<file path="src/rtl/abr_ram_pkg.sv">
// abr_ram_pkg -- shared types and constants for the 1R1W zeroizable RAM.
//   abr_zram_state_e        : zeroize controller FSM state encoding
//   READ_LATENCY_MIN/MAX    : legal range of the READ_LATENCY parameter
//   read_latency_legal()    : elaboration-time range check helper
package abr_ram_pkg;

  typedef enum logic [1:0] {
    ZRAM_IDLE  = 2'd0,
    ZRAM_SWEEP = 2'd1,
    ZRAM_DONE  = 2'd2
  } abr_zram_state_e;

  localparam int unsigned READ_LATENCY_MIN = 1;
  localparam int unsigned READ_LATENCY_MAX = 2;

  function automatic bit read_latency_legal(int unsigned lat);
    return (lat >= READ_LATENCY_MIN) && (lat <= READ_LATENCY_MAX);
  endfunction

endpackage

</file>
<file path="src/rtl/abr_1r1w_zeroize_ram_ctrl.sv">
// abr_1r1w_zeroize_ram_ctrl -- zeroize FSM and sweep address counter.
// Ports:
//   clk_i, rst_i      : clock (rising edge), async active-high reset
//   zeroize_i         : request a full-array clear (honoured only in IDLE)
//   idle_o            : FSM is IDLE, user reads/writes may be accepted
//   sweep_we_o        : write zero to sweep_addr_o this cycle
//   sweep_addr_o      : current sweep address
//   busy_o            : sweep in progress (SWEEP or DONE), registered
//   zeroize_done_o    : one-cycle pulse in DONE, registered
// A sweep lasts DEPTH cycles in SWEEP plus one in DONE.
module abr_1r1w_zeroize_ram_ctrl
  import abr_ram_pkg::*;
#(
  parameter int DEPTH      = 64,
  parameter int ADDR_WIDTH = $clog2(DEPTH)
) (
  input  logic                  clk_i,
  input  logic                  rst_i,
  input  logic                  zeroize_i,
  output logic                  idle_o,
  output logic                  sweep_we_o,
  output logic [ADDR_WIDTH-1:0] sweep_addr_o,
  output logic                  busy_o,
  output logic                  zeroize_done_o
);

  localparam logic [ADDR_WIDTH-1:0] LAST_ADDR = ADDR_WIDTH'(DEPTH - 1);

  abr_zram_state_e       state_q, state_d;
  logic [ADDR_WIDTH-1:0] cnt_q, cnt_d;
  logic                  busy_q, busy_d;
  logic                  done_q, done_d;

  always_comb begin
    state_d = state_q;
    cnt_d   = cnt_q;
    unique case (state_q)
      ZRAM_IDLE: begin
        if (zeroize_i) begin
          state_d = ZRAM_SWEEP;
          cnt_d   = '0;
        end
      end
      ZRAM_SWEEP: begin
        // Counter naturally wraps to 0 on the last word; DEPTH is a power of two.
        cnt_d = cnt_q + 1'b1;
        if (cnt_q == LAST_ADDR) state_d = ZRAM_DONE;
      end
      ZRAM_DONE: state_d = ZRAM_IDLE;
      default:   state_d = ZRAM_IDLE;
    endcase
    // Outputs are registered from the next state so they align with state_q.
    busy_d = (state_d != ZRAM_IDLE);
    done_d = (state_d == ZRAM_DONE);
  end

  always_ff @(posedge clk_i or posedge rst_i) begin
    if (rst_i) begin
      state_q <= ZRAM_IDLE;
      cnt_q   <= '0;
      busy_q  <= 1'b0;
      done_q  <= 1'b0;
    end else begin
      state_q <= state_d;
      cnt_q   <= cnt_d;
      busy_q  <= busy_d;
      done_q  <= done_d;
    end
  end

  assign idle_o         = (state_q == ZRAM_IDLE);
  assign sweep_we_o     = (state_q == ZRAM_SWEEP);
  assign sweep_addr_o   = cnt_q;
  assign busy_o         = busy_q;
  assign zeroize_done_o = done_q;

endmodule

</file>
<file path="src/rtl/abr_1r1w_zeroize_ram.sv">
// abr_1r1w_zeroize_ram -- one-read/one-write RAM with a full-array zeroize sweep.
// Ports:
//   clk_i, rst_i               : clock (rising edge), async active-high reset
//   we_i, waddr_i, wdata_i     : write port (accepted only while idle)
//   re_i, raddr_i              : read request (accepted only while idle)
//   rdata_o, rvalid_o          : read data, valid pulse READ_LATENCY cycles later
//   zeroize_i                  : start clearing the whole array
//   busy_o, zeroize_done_o     : sweep in progress / sweep-complete pulse
// Configuration macro: ABR_RAM_WR_BYPASS_EN -- when defined, a read that
// collides with a same-cycle write returns the new data (write-first);
// otherwise the old contents are returned (read-first).
// The storage array itself is never reset; rst_i only clears control/pipeline.
module abr_1r1w_zeroize_ram
  import abr_ram_pkg::*;
#(
  parameter int DEPTH        = 64,
  parameter int DATA_WIDTH   = 32,
  parameter int ADDR_WIDTH   = $clog2(DEPTH),
  parameter int READ_LATENCY = 1
) (
  input  logic                  clk_i,
  input  logic                  rst_i,
  input  logic                  we_i,
  input  logic [ADDR_WIDTH-1:0] waddr_i,
  input  logic [DATA_WIDTH-1:0] wdata_i,
  input  logic                  re_i,
  input  logic [ADDR_WIDTH-1:0] raddr_i,
  output logic [DATA_WIDTH-1:0] rdata_o,
  output logic                  rvalid_o,
  input  logic                  zeroize_i,
  output logic                  busy_o,
  output logic                  zeroize_done_o
);

  if (!read_latency_legal(READ_LATENCY)) begin : g_bad_latency
    $error("abr_1r1w_zeroize_ram: READ_LATENCY must be 1 or 2");
  end

  logic                  idle;
  logic                  sweep_we;
  logic [ADDR_WIDTH-1:0] sweep_addr;

  abr_1r1w_zeroize_ram_ctrl #(
    .DEPTH      (DEPTH),
    .ADDR_WIDTH (ADDR_WIDTH)
  ) u_ctrl (
    .clk_i          (clk_i),
    .rst_i          (rst_i),
    .zeroize_i      (zeroize_i),
    .idle_o         (idle),
    .sweep_we_o     (sweep_we),
    .sweep_addr_o   (sweep_addr),
    .busy_o         (busy_o),
    .zeroize_done_o (zeroize_done_o)
  );

  // zeroize_i wins over same-cycle user traffic.
  logic zstart, rd_acc, wr_acc;
  assign zstart = idle & zeroize_i;
  assign rd_acc = idle & re_i & ~zeroize_i;
  assign wr_acc = idle & we_i & ~zeroize_i;

  // Storage: single write port shared between user writes and the sweep.
  logic [DATA_WIDTH-1:0] mem [DEPTH];
  logic                  mem_we;
  logic [ADDR_WIDTH-1:0] mem_waddr;
  logic [DATA_WIDTH-1:0] mem_wdata;

  always_comb begin
    mem_we    = wr_acc | sweep_we;
    mem_waddr = sweep_we ? sweep_addr : waddr_i;
    mem_wdata = sweep_we ? '0 : wdata_i;
  end

  always_ff @(posedge clk_i) begin
    if (mem_we) mem[mem_waddr] <= mem_wdata;
  end

  logic [DATA_WIDTH-1:0] rd_word;
`ifdef ABR_RAM_WR_BYPASS_EN
  assign rd_word = (we_i && (waddr_i == raddr_i)) ? wdata_i : mem[raddr_i];
`else
  assign rd_word = mem[raddr_i];
`endif

  // Stage 1: array output register. Holds when idle, cleared on sweep entry.
  logic [DATA_WIDTH-1:0] rd1_q, rd1_d;
  logic                  v1_q, v1_d;

  always_comb begin
    rd1_d = rd1_q;
    if (rd_acc)      rd1_d = rd_word;
    else if (zstart) rd1_d = '0;
    v1_d = rd_acc;
  end

  always_ff @(posedge clk_i or posedge rst_i) begin
    if (rst_i) begin
      rd1_q <= '0;
      v1_q  <= 1'b0;
    end else begin
      rd1_q <= rd1_d;
      v1_q  <= v1_d;
    end
  end

  if (READ_LATENCY == 2) begin : g_lat2
    // Stage 2 only advances on a valid stage-1 beat, so data holds between reads
    // and a read still in flight at sweep entry is dropped.
    logic [DATA_WIDTH-1:0] rd2_q, rd2_d;
    logic                  v2_q, v2_d;

    always_comb begin
      rd2_d = rd2_q;
      if (zstart)    rd2_d = '0;
      else if (v1_q) rd2_d = rd1_q;
      v2_d = v1_q & ~zstart;
    end

    always_ff @(posedge clk_i or posedge rst_i) begin
      if (rst_i) begin
        rd2_q <= '0;
        v2_q  <= 1'b0;
      end else begin
        rd2_q <= rd2_d;
        v2_q  <= v2_d;
      end
    end

    assign rdata_o  = rd2_q;
    assign rvalid_o = v2_q;
  end else begin : g_lat1
    assign rdata_o  = rd1_q;
    assign rvalid_o = v1_q;
  end

endmodule

</file>
<file path="config.mk">
export PLATFORM = sky130hd
export DESIGN_NAME = abr_1r1w_zeroize_ram
export DESIGN_NICKNAME = d
export VERILOG_FILES = /design/src/rtl/abr_ram_pkg.sv /design/src/rtl/abr_1r1w_zeroize_ram_ctrl.sv /design/src/rtl/abr_1r1w_zeroize_ram.sv
export SDC_FILE = /design/constraint.sdc
export NUM_CORES = 2
export LEC_CHECK = 0
export CORE_MARGIN = 2
export CORE_UTILIZATION = 40
export CTS_CLUSTER_DIAMETER = 80
export CTS_CLUSTER_SIZE = 16
export DETAILED_ROUTE_END_ITERATION = 7
export REMOVE_ABC_BUFFERS = 1
export SYNTH_ARGS = -nofsm -noshare
export SYNTH_HDL_FRONTEND = slang
export SYNTH_HIERARCHICAL = 1
export SYNTH_SLANG_ARGS = --single-unit
</file>
<file path="constraint.sdc">
create_clock -name clk_i -period 3.41 [get_ports clk_i]
set_clock_uncertainty 0.05 [all_clocks]
set_input_delay 0.5115 -clock clk_i [delete_from_list [all_inputs] [get_ports clk_i]]
set_output_delay 0.5115 -clock clk_i [all_outputs]
set_load 0.02 [all_outputs]
</file>
* Word level (Yosys, flattened, before mapping)
Memory sizes are Yosys's and may differ from the RTL's. Index checks and enable logic that the tools add are counted. W data, S select, Z words.
Cells by class: $add $sub $neg 1, equal/unequal tests 4, mux-type cells 11, bitwise operators 7, reductions and logical operators 5
Operators by type and width (number):
- $mux W32 | 3
- $mux W6 | 2
- $pmux W6 S2 | 1
- $add A6 B1 Y6 const B | 1
- $eq A6 B6 Y1 const B | 1
- $reduce_bool A2 Y1 | 3
- $and A1 B1 Y1 | 5
- $mux W2 | 2
- $pmux W2 S2 | 1
- $eq A2 B1 Y1 const B | 1
- $eq A2 B2 Y1 const B | 1
- $logic_not A2 Y1 | 1
- $mux W1 | 2
- $ne A2 B2 Y1 const B | 1
- $reduce_and A2 Y1 | 1
- $not A1 Y1 | 1
- $or A1 B1 Y1 | 1
Storage, ports and cells: flip-flop bits (word level) 43, RAM bits 2048, bits of input ports 49, output and inout port bits 35, logic and storage cells 35, memories 1
Memory list:
- mem | depth 64, bits a word 32, read ports 1, clocked after memory_dff 0, write ports 1, line abr_1r1w_zeroize_ram.sv:64 | logic [DATA_WIDTH-1:0] mem [DEPTH];

* Depth between registers and ports, before layout
depth in word-level cells 6, mapped depth 10, depth with buffers taken out 7

* By module
Netlist, hierarchy kept.
Modules (own cells, without submodules):
- abr_1r1w_zeroize_ram | times used 1, cells each 3430, area an instance 79541.3 µm², sequential area each 62324.8 µm²
- abr_1r1w_zeroize_ram_ctrl | times used 1, cells each 40, area an instance 456.7 µm², sequential area each 250.2 µm²

* Worst setup path before layout
OpenSTA, ideal clock, no wires.
kind reg2reg, from register u_ctrl.state_q[1], to memory mem[48][0], enable pin, setup time 421 ps, data arrival time 3161 ps, data required time 2939 ps, path slack -222 ps, stages on the path, launching flop included 8, path buffers 3, clock period less this slack 3632 ps, path through dfrtp_1 > buf_6 > and2b_4 > clkbuf_1 > clkbuf_1 > mux2i_1 > nand2_1 > nor2_1
On the way: elaborated cells on any way between the ends 8, those cells by class eq/ne: 1; mux: 3; bitwise: 3; reduce/logical: 1
RTL lines:
- start: declaration | line abr_1r1w_zeroize_ram_ctrl.sv:29 | abr_zram_state_e state_q, state_d;
- start signal: assignment | line abr_1r1w_zeroize_ram_ctrl.sv:64 | state_q <= state_d;
- $eq A2 B1 Y1 * | line abr_1r1w_zeroize_ram_ctrl.sv:72 | assign sweep_we_o = (state_q == ZRAM_SWEEP);
- net sweep_we | line abr_1r1w_zeroize_ram.sv:40 | logic sweep_we;
- $or A1 B1 Y1 | line abr_1r1w_zeroize_ram.sv:70 | mem_we = wr_acc | sweep_we;
- $mux W1 | line abr_1r1w_zeroize_ram.sv:76 | if (mem_we) mem[mem_waddr] <= mem_wdata;
- $mux W1 (not written as such) | line abr_1r1w_zeroize_ram.sv:76
- end: declaration | line abr_1r1w_zeroize_ram.sv:64
Mark *: on every way through the listed nets, which the timed path passes. The rest lies on a longest branch.

* Worst setup path in the final report
from register u_ctrl.state_q[1], to register rd1_q[0] (netlist: rdata_o[0])
On the way: cells in the longest elaborated chain, start to end 4, elaborated cells on any way between the ends 6, those cells by class mux: 1; bitwise: 3; reduce/logical: 2
Ends and longest elaborated chain:
- $logic_not A2 Y1 * | line abr_1r1w_zeroize_ram_ctrl.sv:71 | assign idle_o = (state_q == ZRAM_IDLE);
- net idle | line abr_1r1w_zeroize_ram.sv:39 | logic idle;
- $and A1 B1 Y1 * (2 in series) | line abr_1r1w_zeroize_ram.sv:60 | assign rd_acc = idle & re_i & ~zeroize_i;
- net rd_acc | line abr_1r1w_zeroize_ram.sv:58 | logic zstart, rd_acc, wr_acc;
- $mux W32 / $reduce_bool A2 Y1 (equally long branches)
- end signal: assignment | line abr_1r1w_zeroize_ram.sv:102 | rd1_q <= rd1_d;
- end: declaration | line abr_1r1w_zeroize_ram.sv:87 | logic [DATA_WIDTH-1:0] rd1_q, rd1_d;
Marks and branches as above. A chain may end at the register's enable or synchronous reset.

==> flow_metrics.py <==
metrics = {
    "yosys": {
        "synthAdderAreaFrac": 0.0001564,
        "synth_top_family_by_area": "multiplexers",
        "ys.flop_type": "edfxtp_1",
        "synthDominantCellAreaShare": 0.7688,
        "async_reset_ff_frac": 0.02056,
        "synth-simple-area-share": 0.01780,
        "synthTopCellsByArea": "edfxtp_1, mux4_2, mux2i_1",
        "synth_top_area_cell": "edfxtp_1",
        "syn_avg_cell_area_um2": 23.05,
        "netlist_instances": 3470,
        "synth_sequential_area_ratio": 0.7822,
        "ys_warn_count": 6,
        "synth_mux_area_frac": 0.1692,
        "syn_area_um2": 80000,
        "synth_seq_cells": 2091,
        "synth_compound_area_frac": 0.01805,
        "synthXorXnorAreaFrac": 0.0001095,
        "synth_edf_count": 2048,
        "ys_types": 55,
    },
    "critical_path": {
        "cp-end-kind": "flop",
        "arrival_ps": 3460,
        "path_max_fanout": 9,
        "required_ps": 4000,
        "worstSetupPathType": "reg -> reg",
        "max_stage_delay_ps": 910,
        "crit_path_start_kind": "flop",
        "cpMaxStageDelayCell": "a221oi_1",
        "crit_chain": "nor2_1 > nand3b_1 > inv_1 > nand2_1 > nor2_1 > buf_4 > a221oi_1 > nand2_1",
    },
    "global_route": {
        "grt_antenna_before_repair": 14,
        "grt_overflow": 0,
        "grt_start_max_net_pins": 65,
        "grt_usage": 0.2112,
        "grt_pass1_vias": 39090,
        "grt_pass1_wl_mm": 303.3,
    },
    "floorplanning": {
        "pin_count": 84,
        "die_area_um2": 203600,
        "initial_core_util": 0.4015,
        "core_area_um2": 199200,
        "die_height_um": 451.2,
        "placementRows": 164,
        "die_x_um": 451.2,
    },
    "finish": {
        "nets": 3881,
        "layout_commonest_cell": "edfxtp_1",
        "stdcell_count": 6584,
        "mostFrequentLayoutCells": "edfxtp_1, mux4_2, buf_4, clkbuf_16, mux2i_1",
        "area_growth_pct": 14.63,
        "postLayoutCellArea_um2": 91700,
        "layout-drive-gt1-share": 0.2894,
        "fillCellCount": 16270,
    },
    "timing": {
        "worst_pin_slew_ps": 1134,
        "period_needed_ps": 2871,
        "tns_ps": 0,
        "setup_violations": 0,
        "fin_crit_sh": 0.8419,
        "max_freq_mhz": 348.3,
        "relSlewSlack": 0.2425,
        "rsz0062_at_grt": "false",
        "setup_ws_ps": 539.2,
        "final_max_slew_viol_count": 0,
        "hold_viol_final": 0,
    },
    "detailed_routing": {
        "avgViaCountPerCell": 5.924,
        "via_count": 39000,
        "totalWireLength_mm": 214.8,
        "drtPass1Iterations": 5,
        "drtIter0Drc": 5046,
        "route.detailed.drc": 0,
        "routedWlPerCell_um": 32.62,
        "ant_nets": 0,
    },
    "cts": {
        "cts-resized-gates": 0,
        "path_clk_slew_ps": 80,
        "clock-root-buffer": "clkbuf_16",
        "clock_sinks": 2091,
        "clockBufferDepth": 3,
        "cts_setup_buffers": 0,
        "clock_latency_ps": 810,
        "cts_max_level": 4,
        "cts_tree": "yes",
        "cts-hold-fix-buffers": 0,
        "cts-buffers-inserted": 149,
    },
    "placement": {
        "place_hpwl_mm": 129.0,
        "place_congestion": 0.8368,
        "port_buffers": 83,
        "dp_cells": 6336,
        "place_area_um2": 87380,
        "pre_cts_slack_ps": -117.2,
    },
    "power": {
        "ir_drop_uv": 566.2,
        "power_density_nw_per_um2": 610.7,
        "p_leak_nw": 29.17,
        "finalPower_mw": 56.00,
    },
    "hold_path": {
        "min_path_type": "in -> async",
    },
    "job": {
        "timing.max_cap.violations": 0,
    },
    "status": {
        "status": "complete, no violations",
    },
}
==> area by class of cell <==
| type | instances | area [um2] | area share |
|---|---|---|---|
| multi-input cells | 1189 | 17190 | 0.1874 |
| clock buffers | 231 | 4143 | 0.04518 |
| diodes | 6 | 15.01 | 0.0001637 |
| repair buffers | 390 | 4257 | 0.04642 |
| well taps | 2656 | 3323 | 0.03624 |
| clock inverters | 11 | 161.4 | 0.001760 |
| flip-flops and latches | 2091 | 62580 | 0.6824 |
| inverters | 10 | 37.54 | 0.0004093 |
==> path summary, 6_finish.rpt <==
path	from	slack [ps]	to	depth (start not counted)
min	rst_i	70	u_ctrl/busy_o	2
min reg2reg	rdata_o[7]	480	rdata_o[7]	2
max in group asynchronous	rst_i	2390	rdata_o[7]	3
min in group clk_i	rdata_o[7]	480	rdata_o[7]	2
max	u_ctrl/state_q[1]	540	rdata_o[0]	8
max reg2reg	u_ctrl/state_q[1]	540	rdata_o[0]	8
==> registers in the layout, summed over array words and instances, names as in the netlist <==
name	flops
u_ctrl/busy_o	1
mem	2048
rvalid_o	1
u_ctrl/state_q	2
u_ctrl/zeroize_done_o	1
rdata_o	32
u_ctrl/sweep_addr_o	6
==> critical path: cells and delay by family, from the launching register on <==
kind                   cells  cell delay, ps
AOI/OAI and AO/OA          1             910
buffers and inverters      2             420
DFF                        1             480
and+or+nand+nor            5             840
==> cell usage after synthesis, drive strengths merged, types with 2 or more instances <==
cell     number
edfxtp     2048
mux4        538
buf         131
mux2i       130
nand2        91
nor2         83
a22oi        64
clkbuf       49
nand3        46
dfrtp        43
a21oi        42
nor2b        40
o22ai        24
o21ai        15
a221oi       10
inv          10
mux2         10
a22o          8
o221ai        8
o32ai         8
and2          7
nand2b        7
nor3          7
o211ai        6
nand3b        5
a32oi         4
a211oi        3
a2bb2oi       3
a32o          3
nand4         3
or3b          3
a2111oi       2
a31oi         2
nor3b         2
o31ai         2
==> where the power goes <==
group / switching, mW / internal (mW)
clock network: 8.52 / 8.47
registers: 0.667 / 30.8
logic: 5.01 / 2.58
==> logic make-up after synthesis <==
group,count (synthesis)
mux,678
flops,2091
buf+inv,190
fa+ha+maj,1
simple gates,302
xor+xnor,1
compound gates,207
==> per-layer routing <==
layer / up-vias / track usage / wire length (um)
li1: 15450 / - / -
met1: 21420 / 0.3002 / 87870
met2: 1853 / 0.3392 / 103500
met3: 274 / 0.03624 / 17450
met4: 2 / 0.05555 / 5895
met5: - / 0 / 18
==> per-stage QoR <==
stage,utilization,hold WS (ps)
3_3_place_gp,0.4386,451.8
3_5_place_dp,0.4386,459.7
6_report,0.4602,69.71
5_1_grt,0.4602,53.96
2_1_floorplan,-,301.7
4_1_cts,0.4602,24.00
(Power assumes the default switching activity.)
